--- config.mk ---
export PLATFORM = sky130hd
export DESIGN_NAME = sync_fifo_packer
export DESIGN_NICKNAME = d
export VERILOG_FILES = /design/src/rtl/sync_fifo_pkg.sv /design/src/rtl/sync_fifo_pack_acc.sv /design/src/rtl/sync_fifo_packer.sv
export SDC_FILE = /design/constraint.sdc
export NUM_CORES = 1
export LEC_CHECK = 0
export ABC_CLOCK_PERIOD_IN_PS = 1500
export CAP_MARGIN = 10
export CORE_ASPECT_RATIO = 1.75
export CORE_MARGIN = 5
export CORE_UTILIZATION = 47
export CTS_CLUSTER_DIAMETER = 150
export DETAILED_ROUTE_END_ITERATION = 16
export PLACE_DENSITY = 0.86
export SYNTH_ARGS = -nofsm -noshare
export SYNTH_HDL_FRONTEND = slang
export SYNTH_SLANG_ARGS = --single-unit
--- constraint.sdc ---
create_clock -name clk -period 1.5 [get_ports clk]
set_input_delay 0.3 -clock clk [delete_from_list [all_inputs] [get_ports clk]]
set_output_delay 0.3 -clock clk [all_outputs]
set_load 0.01 [all_outputs]
--- src/rtl/sync_fifo_pkg.sv ---
// Shared definitions for the synchronous FIFO and its read-side packer:
// packer FSM state encoding and a constant clog2 helper.
package sync_fifo_pkg;

  typedef enum logic [1:0] {
    StRun,
    StFlWait,
    StFlEmit,
    StDone
  } pack_state_e;

  function automatic int unsigned clog2(input int unsigned value);
    int unsigned res;
    res = 0;
    for (int i = 0; i < 32; i++) begin
      if ((64'd1 << i) < 64'(value)) res = i + 1;
    end
    return res;
  endfunction

endpackage

--- src/rtl/sync_fifo_pack_acc.sv ---
// Packing accumulator: PACK word slots filled in pop order plus a fill count.
// The packed view zero-fills every slot at or above the current count.
module sync_fifo_pack_acc import sync_fifo_pkg::*; #(
  parameter int unsigned BITWID  = 5,
  parameter int unsigned PACK    = 4,
  parameter int unsigned PACKWID = clog2(PACK)
) (
  input  logic                     clk,
  input  logic                     rst,
  input  logic                     cap_en,
  input  logic [BITWID-1:0]        cap_dat,
  input  logic                     clr,
  output logic [PACKWID:0]         acc_cnt,
  output logic [PACK*BITWID-1:0]   acc_dat
);

  localparam int unsigned CntW = PACKWID + 1;

  logic [BITWID-1:0] slot_q [PACK];
  logic [BITWID-1:0] slot_d [PACK];
  logic [PACKWID:0]  cnt_q, cnt_d;

  // Clear wins over capture; the two never coincide in normal operation.
  always_comb begin
    slot_d = slot_q;
    cnt_d  = cnt_q;
    if (clr) begin
      cnt_d = '0;
    end else if (cap_en) begin
      slot_d[cnt_q[PACKWID-1:0]] = cap_dat;
      cnt_d = cnt_q + 1'b1;
    end
  end

  always_ff @(posedge clk) begin
    if (rst) begin
      cnt_q  <= '0;
      slot_q <= '{default: '0};
    end else begin
      cnt_q  <= cnt_d;
      slot_q <= slot_d;
    end
  end

  always_comb begin
    acc_dat = '0;
    for (int i = 0; i < PACK; i++) begin
      if (CntW'(i) < cnt_q) acc_dat[i*BITWID +: BITWID] = slot_q[i];
    end
  end

  assign acc_cnt = cnt_q;

endmodule

--- src/rtl/sync_fifo_packer.sv ---
// Read-side FIFO consumer: pops words against fifo_num, packs PACK of them into one
// output word on a valid/ready port, and drains a partial pack on flush.
module sync_fifo_packer import sync_fifo_pkg::*; #(
  parameter int unsigned DEEPWID = 3,
  parameter int unsigned BITWID  = 5,
  parameter int unsigned PACK    = 4,
  parameter int unsigned PACKWID = clog2(PACK)
) (
  input  logic                   clk,
  input  logic                   rst,
  input  logic [DEEPWID:0]       fifo_num,
  output logic                   fifo_rd,
  input  logic [BITWID-1:0]      fifo_rd_dat,
  input  logic                   fifo_rd_dat_vld,
  input  logic                   flush,
  output logic [PACK*BITWID-1:0] out_dat,
  output logic [PACKWID:0]       out_cnt,
  output logic                   out_vld,
  input  logic                   out_rdy,
  output logic                   flush_done,
  output logic                   proto_err
);

  localparam int unsigned CntW = PACKWID + 1;

  pack_state_e             state_q, state_d;
  logic                    pending_q, pending_d;
  logic [PACK*BITWID-1:0]  out_dat_q, out_dat_d;
  logic [PACKWID:0]        out_cnt_q, out_cnt_d;
  logic                    out_vld_q, out_vld_d;
  logic                    proto_err_q, proto_err_d;
  logic                    rst_q;

  logic [PACKWID:0]        acc_cnt;
  logic [PACK*BITWID-1:0]  acc_dat;
  logic                    out_free, drain_now, load, cap_en;

  sync_fifo_pack_acc #(
    .BITWID  (BITWID),
    .PACK    (PACK),
    .PACKWID (PACKWID)
  ) u_acc (
    .clk     (clk),
    .rst     (rst),
    .cap_en  (cap_en),
    .cap_dat (fifo_rd_dat),
    .clr     (load),
    .acc_cnt (acc_cnt),
    .acc_dat (acc_dat)
  );

  always_comb begin
    out_free  = !out_vld_q || out_rdy;
    drain_now = (state_q == StRun) && (acc_cnt == CntW'(PACK)) && out_free;
    // Pop purely from the occupancy count; the FIFO's empty flag depends on rd.
    fifo_rd   = !rst && (state_q == StRun) && (fifo_num != '0) &&
                (((32'(acc_cnt) + 32'(pending_q)) < PACK) || drain_now);
    // Data in the cycle right after reset belongs to a read that reset discarded.
    cap_en    = fifo_rd_dat_vld && pending_q;
  end

  always_comb begin
    state_d     = state_q;
    load        = 1'b0;
    pending_d   = fifo_rd;
    proto_err_d = proto_err_q || (fifo_rd_dat_vld && !pending_q && !rst_q);
    flush_done  = 1'b0;
    unique case (state_q)
      StRun: begin
        load = drain_now;
        if (flush) state_d = StFlWait;
      end
      StFlWait: begin
        if (!pending_q) state_d = (acc_cnt == '0) ? StDone : StFlEmit;
      end
      StFlEmit: begin
        if (out_free) begin
          load    = 1'b1;
          state_d = StDone;
        end
      end
      StDone: begin
        flush_done = 1'b1;
        state_d    = StRun;
      end
      default: state_d = StRun;
    endcase

    out_dat_d = out_dat_q;
    out_cnt_d = out_cnt_q;
    out_vld_d = out_vld_q && !out_rdy;
    if (load) begin
      out_dat_d = acc_dat;
      out_cnt_d = acc_cnt;
      out_vld_d = 1'b1;
    end
  end

  always_ff @(posedge clk) begin
    rst_q <= rst;
    if (rst) begin
      state_q     <= StRun;
      pending_q   <= 1'b0;
      out_dat_q   <= '0;
      out_cnt_q   <= '0;
      out_vld_q   <= 1'b0;
      proto_err_q <= 1'b0;
    end else begin
      state_q     <= state_d;
      pending_q   <= pending_d;
      out_dat_q   <= out_dat_d;
      out_cnt_q   <= out_cnt_d;
      out_vld_q   <= out_vld_d;
      proto_err_q <= proto_err_d;
    end
  end

  assign out_dat   = out_dat_q;
  assign out_cnt   = out_cnt_q;
  assign out_vld   = out_vld_q;
  assign proto_err = proto_err_q;

endmodule

# == Yosys cells after proc, flatten, opt, wreduce, memory -nomap -nowiden ==
# Index checks and enable logic that the tools add are counted.
# word_totals
reg_bits,52
latchBits,0
mem_bits_rw,0
mem_bits_ro,0
inputBits,14
out_inout_bits,27
word_cells,70
memories,0
# classes
add_sub_neg,2
n_mul,0
div,0
magnitude_cmp,7
eq_ne,7
shift,0
mux,16
bitwise_logic,2
n_reduce_logical,24
# op_table
operator,n
5-bit two-way mux,5
20-bit bitwise mux,1
5-bit demux with 2-bit select,1
1-bit logical AND,10
2-bit case mux with 4 select lines,1
"1-bit by 3-bit < comparator with 1-bit output, first input constant",2
"2-bit by 3-bit < comparator with 1-bit output, first input constant",2
2-bit two-way mux,3
"2-bit inequality test, second input constant",3
1-bit zero test,5
3-bit by 1-bit adder with 4-bit output,1
"2-bit == test, second input constant",2
"4-bit by 3-bit < comparator with 1-bit output, second input constant",1
1-bit two-way mux,4
4-bit nonzero test,1
"3-bit by 1-bit adder with 3-bit output, second input constant",1
"3-bit == test, second input constant",1
"3-bit greater-or-equal comparator, second input constant",1
3-bit zero test,1
1-bit logical OR,3
"3-bit by 1-bit < comparator with 1-bit output, second input constant",1
2-bit inverter with 3-bit output,1
3-bit AND reduction,1
"2-bit by 1-bit == test with 1-bit output, second input constant",1
other kinds (5),5

# == Longest topological paths before layout ==
# logic_depth
depth_word,6
ltp_mapped,6
mapped_depth_nobuf,5

# == Modules after synthesis ==
# Synthesis repeated with hierarchy kept, for this count alone.
# unflattened
cells_unflattened,256
hier_area_um2,2577.5
# by_module_without_submodules
module,instances,cells_each,area_per_inst_um2,seq_area_each_um2
sync_fifo_packer,1,142,1423.9,580.6
sync_fifo_pack_acc,1,114,1153.6,460.4

# == Least setup slack after synthesis ==
# OpenSTA, ideal clock, no wires.
# synth_timing
path_type,register -> register
from,"reg u_acc.cnt_q[0], in the netlist u_acc.acc_cnt[0]"
to,reg u_acc.slot_q[15] in the netlist's numbering
setup_time_ps,129
t_arrival_ps,1531
required_time_ps,1371
setup_slack_ps,-159
stages_incl_launch_ff,6
n_path_buf,0
synth_period_minus_slack_ps,1659
path_cell_list,dfxtp_1 inv_1 ha_1 a31oi_4 o2111ai_4 mux2i_1
# synth_via
elab_chain_len,6
elab_cells_between_ends,13
classes_between,order compare: 2; eq/ne: 1; mux: 4; bitwise: 2; reduce/logical: 4
# synth_lines
item,line,rtl
start: declaration,sync_fifo_pack_acc.sv:21,"logic [PACKWID:0] cnt_q, cnt_d;"
start signal: assignment,sync_fifo_pack_acc.sv:40,cnt_q <= cnt_d;
2-bit inverter with 3-bit output (implied by the code) / 3-bit == test (equally long branches),"sync_fifo_pack_acc.sv:30, sync_fifo_packer.sv:54",
3-bit greater-or-equal comparator (implied by the code) (tied with other cells),sync_fifo_pack_acc.sv:30,slot_d[cnt_q[PACKWID-1:0]] = cap_dat;
1-bit logical AND (on tied branches),"sync_fifo_pack_acc.sv:30, sync_fifo_packer.sv:54",
5-bit two-way mux (implied by the code) / 1-bit case mux with 2 select lines (equally long branches),"sync_fifo_pack_acc.sv:30, sync_fifo_packer.sv:68",
5-bit demux with 2-bit select / 1-bit inverter (equally long branches),--,
20-bit bitwise mux / 2-bit AND reduction (equally long branches),--,
end signal: assignment,sync_fifo_pack_acc.sv:41,slot_q <= slot_d;
end: declaration,sync_fifo_pack_acc.sv:19,logic [BITWID-1:0] slot_q [PACK];
# Parallel ways exist; a longest one is shown, timed or not.
# A chain may end at the register's enable or synchronous reset.

# == Worst setup path after layout ==
# layout_timing
from,reg state_q[0]
to,out fifo_rd
# layout_via
elab_chain_len,5
elab_cells_between_ends,7
classes_between,reduce/logical: 7
# layout_lines
item,line,rtl
start: declaration,sync_fifo_packer.sv:26,"pack_state_e state_q, state_d;"
start signal: assignment,sync_fifo_packer.sv:102,state_q <= StRun;
start signal: assignment,sync_fifo_packer.sv:109,state_q <= state_d;
2-bit zero test *,"sync_fifo_packer.sv:54, sync_fifo_packer.sv:56",
1-bit logical AND (2 in a row),sync_fifo_packer.sv:54,drain_now = (state_q == StRun) && (acc_cnt == CntW'(PACK)) && out_free;
1-bit logical OR,sync_fifo_packer.sv:57,(((32'(acc_cnt) + 32'(pending_q)) < PACK) || drain_now);
1-bit logical AND *,sync_fifo_packer.sv:56,fifo_rd = !rst && (state_q == StRun) && (fifo_num != '0) &&
end: declaration,sync_fifo_packer.sv:12,"output logic fifo_rd,"
# Mark *: on every way between the ends. The rest lies on a longest branch, timed or not.

==> run_results.csv <==
group,metric,value,unit
pwr,sw_frac_of_total,33.3,%
drt,drc,0,
critical_path,cp-end-kind,"output pin",
die,die_area,6600,um2
synthesis,synthesis.nets,266,
pwr,p_switching,1.39,mW
synthesis,yosys-top-cells-area,"dfxtp_1, mux2i_1, nand2b_1",
synthesis,synth_top_area_cell,"dfxtp_1",
cells_and_area,diodes,0,
synthesis,synth_top_area_share,44.0,%
global_route,grt_max_degree,57,
global_route,overflow,0,
worst_hold_path,hold_class,"reg2reg",
status,outcome,"finished, violations left",
cells_and_area,syn2layout_area_growth,41.1,%
synthesis,synthCells,243,
synthesis,synth_commonest_cells,"dfxtp_1, a21oi_1, nand2b_1, mux2i_1, nand4_1",
clock_network,cts_sinks,52,
run,cap_viol_max_count,0,
synthesis,synth_flop_cell,"dfxtp_1",
clock_network,htree_num_levels,2,
critical_path,cp_cell_sequence,"inv_2 -> ha_4 -> nand3_4 -> a211oi_2 -> buf_2",
synthesis,yosysMostFrequentCell,"dfxtp_1",
sta,fin_ws,-0.0974,ns
cells_and_area,fillers,347,
sta,fin_tns_setup,-0.840,ns
worst_hold_path,whs_path_depth,2,
clock_network,clk_pin_slew,0.09,ns
synthesis,synth.ff_latch_count,52,
sta,slew_headroom,67.4,%
drt,detail_route.wl_per_cell,16.9,um
place,dpl_cell_area,3000,um2
die,core,4930,um2
place,numPortBuffers,40,
cells_and_area,num-nets-final,328,
sta,clock_skew,0.00949,ns
synthesis,synth_edf_count,0,
drt,drtIter0Drc,91,
cells_and_area,multi_input_area,1320,um2
global_route,track_usage,17.3,%
critical_path,crit_path_max_fanout,4,
synthesis,yosys_warnings,0,
sta,fin_crit_sh,106,%
pwr,pwr-share-seq,36.8,%
cells_and_area,seqCellArea,1050,um2
global_route,grt_pass1_vias,2015,
pwr,leakage,1.66,nW
critical_path,path_delay_family,"flip-flops",
place,place_congestion,0.858,
pwr,p_comb_share,43.3,%
critical_path,crit_buf_inv,2,
critical_path,worstRegToRegCells,7,
synthesis,synthArstFlopShare,0,%
critical_path,criticalPathCategory,"reg2out",
status,violations,"setup timing",
clock_network,hold_buffers,0,
synthesis,synthesis.area,2360,um2
pwr,peakVddDrop,1.24,mV
die,num_rows,34,
sta,max_freq,0.626,GHz
critical_path,arrival,1.30,ns
pwr,internal_power,2.78,mW
global_route,grt_pass1_wl,9380,um
clock_network,cts-root-buf,"clkbuf_8",
pwr,power.share.clock,19.9,%
drt,avgViaCountPerCell,5.71,
clock_network,cts_made_buffers,5,
critical_path,timing.critical_path.slowest_cell_delay,0.33,ns
die,start_util,47.9,%
drt,detail-route-antenna-nets,0,
critical_path,slowest_stage,"dfxtp_2",
clock_network,cts_tree,"done",
sta,finalSetupViolations,28,
sta,worst_pin_slew,0.488,ns
critical_path,cp.depth,5,
pwr,p_per_area,1250,nW/um2
drt,vias,2050,
synthesis,netlist-cell-type-count,37,
global_route,antenna_found_initial,0,
sta,rsz0062_at_grt,"true",
sta,finalMaxSlewViolations,0,
drt,dr.pass1.iters,4,
synthesis,avgSynthCellArea,9.73,um2
cells_and_area,drive_above_1_share,24.9,%
critical_path,cp-start-kind,"flip-flop",
die,die_w,63.6,um
sta,hold_viol,0,
cells_and_area,final_cell_area,3330,um2
clock_network,clk_latency,0.30,ns
drt,routed_wl,6070,um
synthesis,yosysSeqAreaShare,44.0,%
critical_path,required,1.20,ns
die,die_h,104,um
die,pin_count,41,
sta,min_period,1.60,ns
clock_network,clk_path_buf_depth,2,
place,dp_hpwl,4150,um
-- layer usage --
| layer | GRT usage, % | wire length [um] | up-vias |
|---|---|---|---|
| li1 | - | - | 1001 |
| met1 | 19.1 | 2320 | 993 |
| met2 | 31.6 | 3430 | 46 |
| met3 | 3.36 | 174 | 10 |
| met4 | 6.69 | 136 | 0 |
| met5 | 0 | 0 | - |
-- area by class of cell --
class	instances	area share (%)
Clock buffer	7	2.89
Inverter	4	0.450
Multi-Input combinational cell	168	39.7
Sequential cell	52	31.4
Tap cell	54	2.03
Timing Repair Buffer	74	23.6
-- final timing paths --
kind	slack, ns	to	from
max	-0.1	fifo_rd	state_q[0]
min	0.46	out_dat[1]	out_dat[1]
max reg2reg	-0.07	u_acc.slot_q[13]	state_q[0]
min reg2reg	0.46	out_dat[1]	out_dat[1]
-- power groups by stage --
stage | combinational, mW | sequential (mW) | clock, mW
6_report | 1.81 | 1.53 | 0.832
5_1_grt | 1.93 | 1.54 | 0.912
4_1_cts | 1.46 | 1.53 | 0.846
3_5_place_dp | 1.39 | 1.55 | 0
3_3_place_gp | 1.36 | 1.54 | 0
2_1_floorplan | 0.857 | 1.57 | 0
-- worst register-to-register path, stage by stage (launching register included) --
cell and delay [ns]:
dfxtp_2 0.33, inv_2 0.07, ha_4 0.17, buf_4 0.13, a31oi_4 0.08, buf_12 0.16, o2111ai_4 0.30, mux2i_1 0.25
-- kinds of logic after synthesis --
family                     count (synthesis)  synth area share (%)
and+or+nand+nor                           74                  18.9
AOI/OAI and AO/OA                         62                  17.6
DFF                                       52                  44.0
buffers and inverters                     23                  5.08
muxes                                     21                  8.89
adders and majority gates                  9                  4.76
xor gates and xnor gates                   2                 0.741
-- timing repair --
item                                    CTS  global route
gates resized for setup                  27            55
cloned                                    0             2
setup buffers                             1             4
pin swaps                                 8             8
endpoints found under the setup margin   47            61
hold endpoints to repair                  0             0
-- registers in the layout, summed over array words and instances, names as in the netlist --
name	cells
out_dat	20
pending_q	1
proto_err	1
state_q	2
out_vld	1
out_cnt	3
u_acc.slot_q	20
u_acc.acc_cnt	3
rst_q	1
-- stage by stage --
stage / util [%] / instances / total power [mW] / hold slack, ns / setup WS, ns
3_3_place_gp: 60.9 / 346 / 2.90 / 0.461 / -0.645
3_5_place_dp: 60.9 / 346 / 2.94 / 0.464 / -0.662
6_report: 67.6 / 359 / 4.17 / 0.464 / -0.0974
5_1_grt: 67.6 / 359 / 4.38 / 0.487 / -0.166
2_1_floorplan: - / 243 / 2.43 / 0.328 / 0.00393
4_1_cts: 63.5 / 353 / 3.84 / 0.480 / -0.135
-- placed cells by master, fill, tap and decap left out, types with 6 or more instances in the layout --
master           synthesis  final
dfxtp_1                 52     47
nand2b_1                27     26
a21oi_1                 27     25
buf_4                    3     24
nand4_1                 21     21
mux2i_1                 21     21
dlymetal6s2s_1           0     20
o21ai_1                  6     17
clkdlybuf4s50_1          0     12
clkbuf_8                 0      7
ha_1                     9      6
Power figures use the tool's default switching activity.
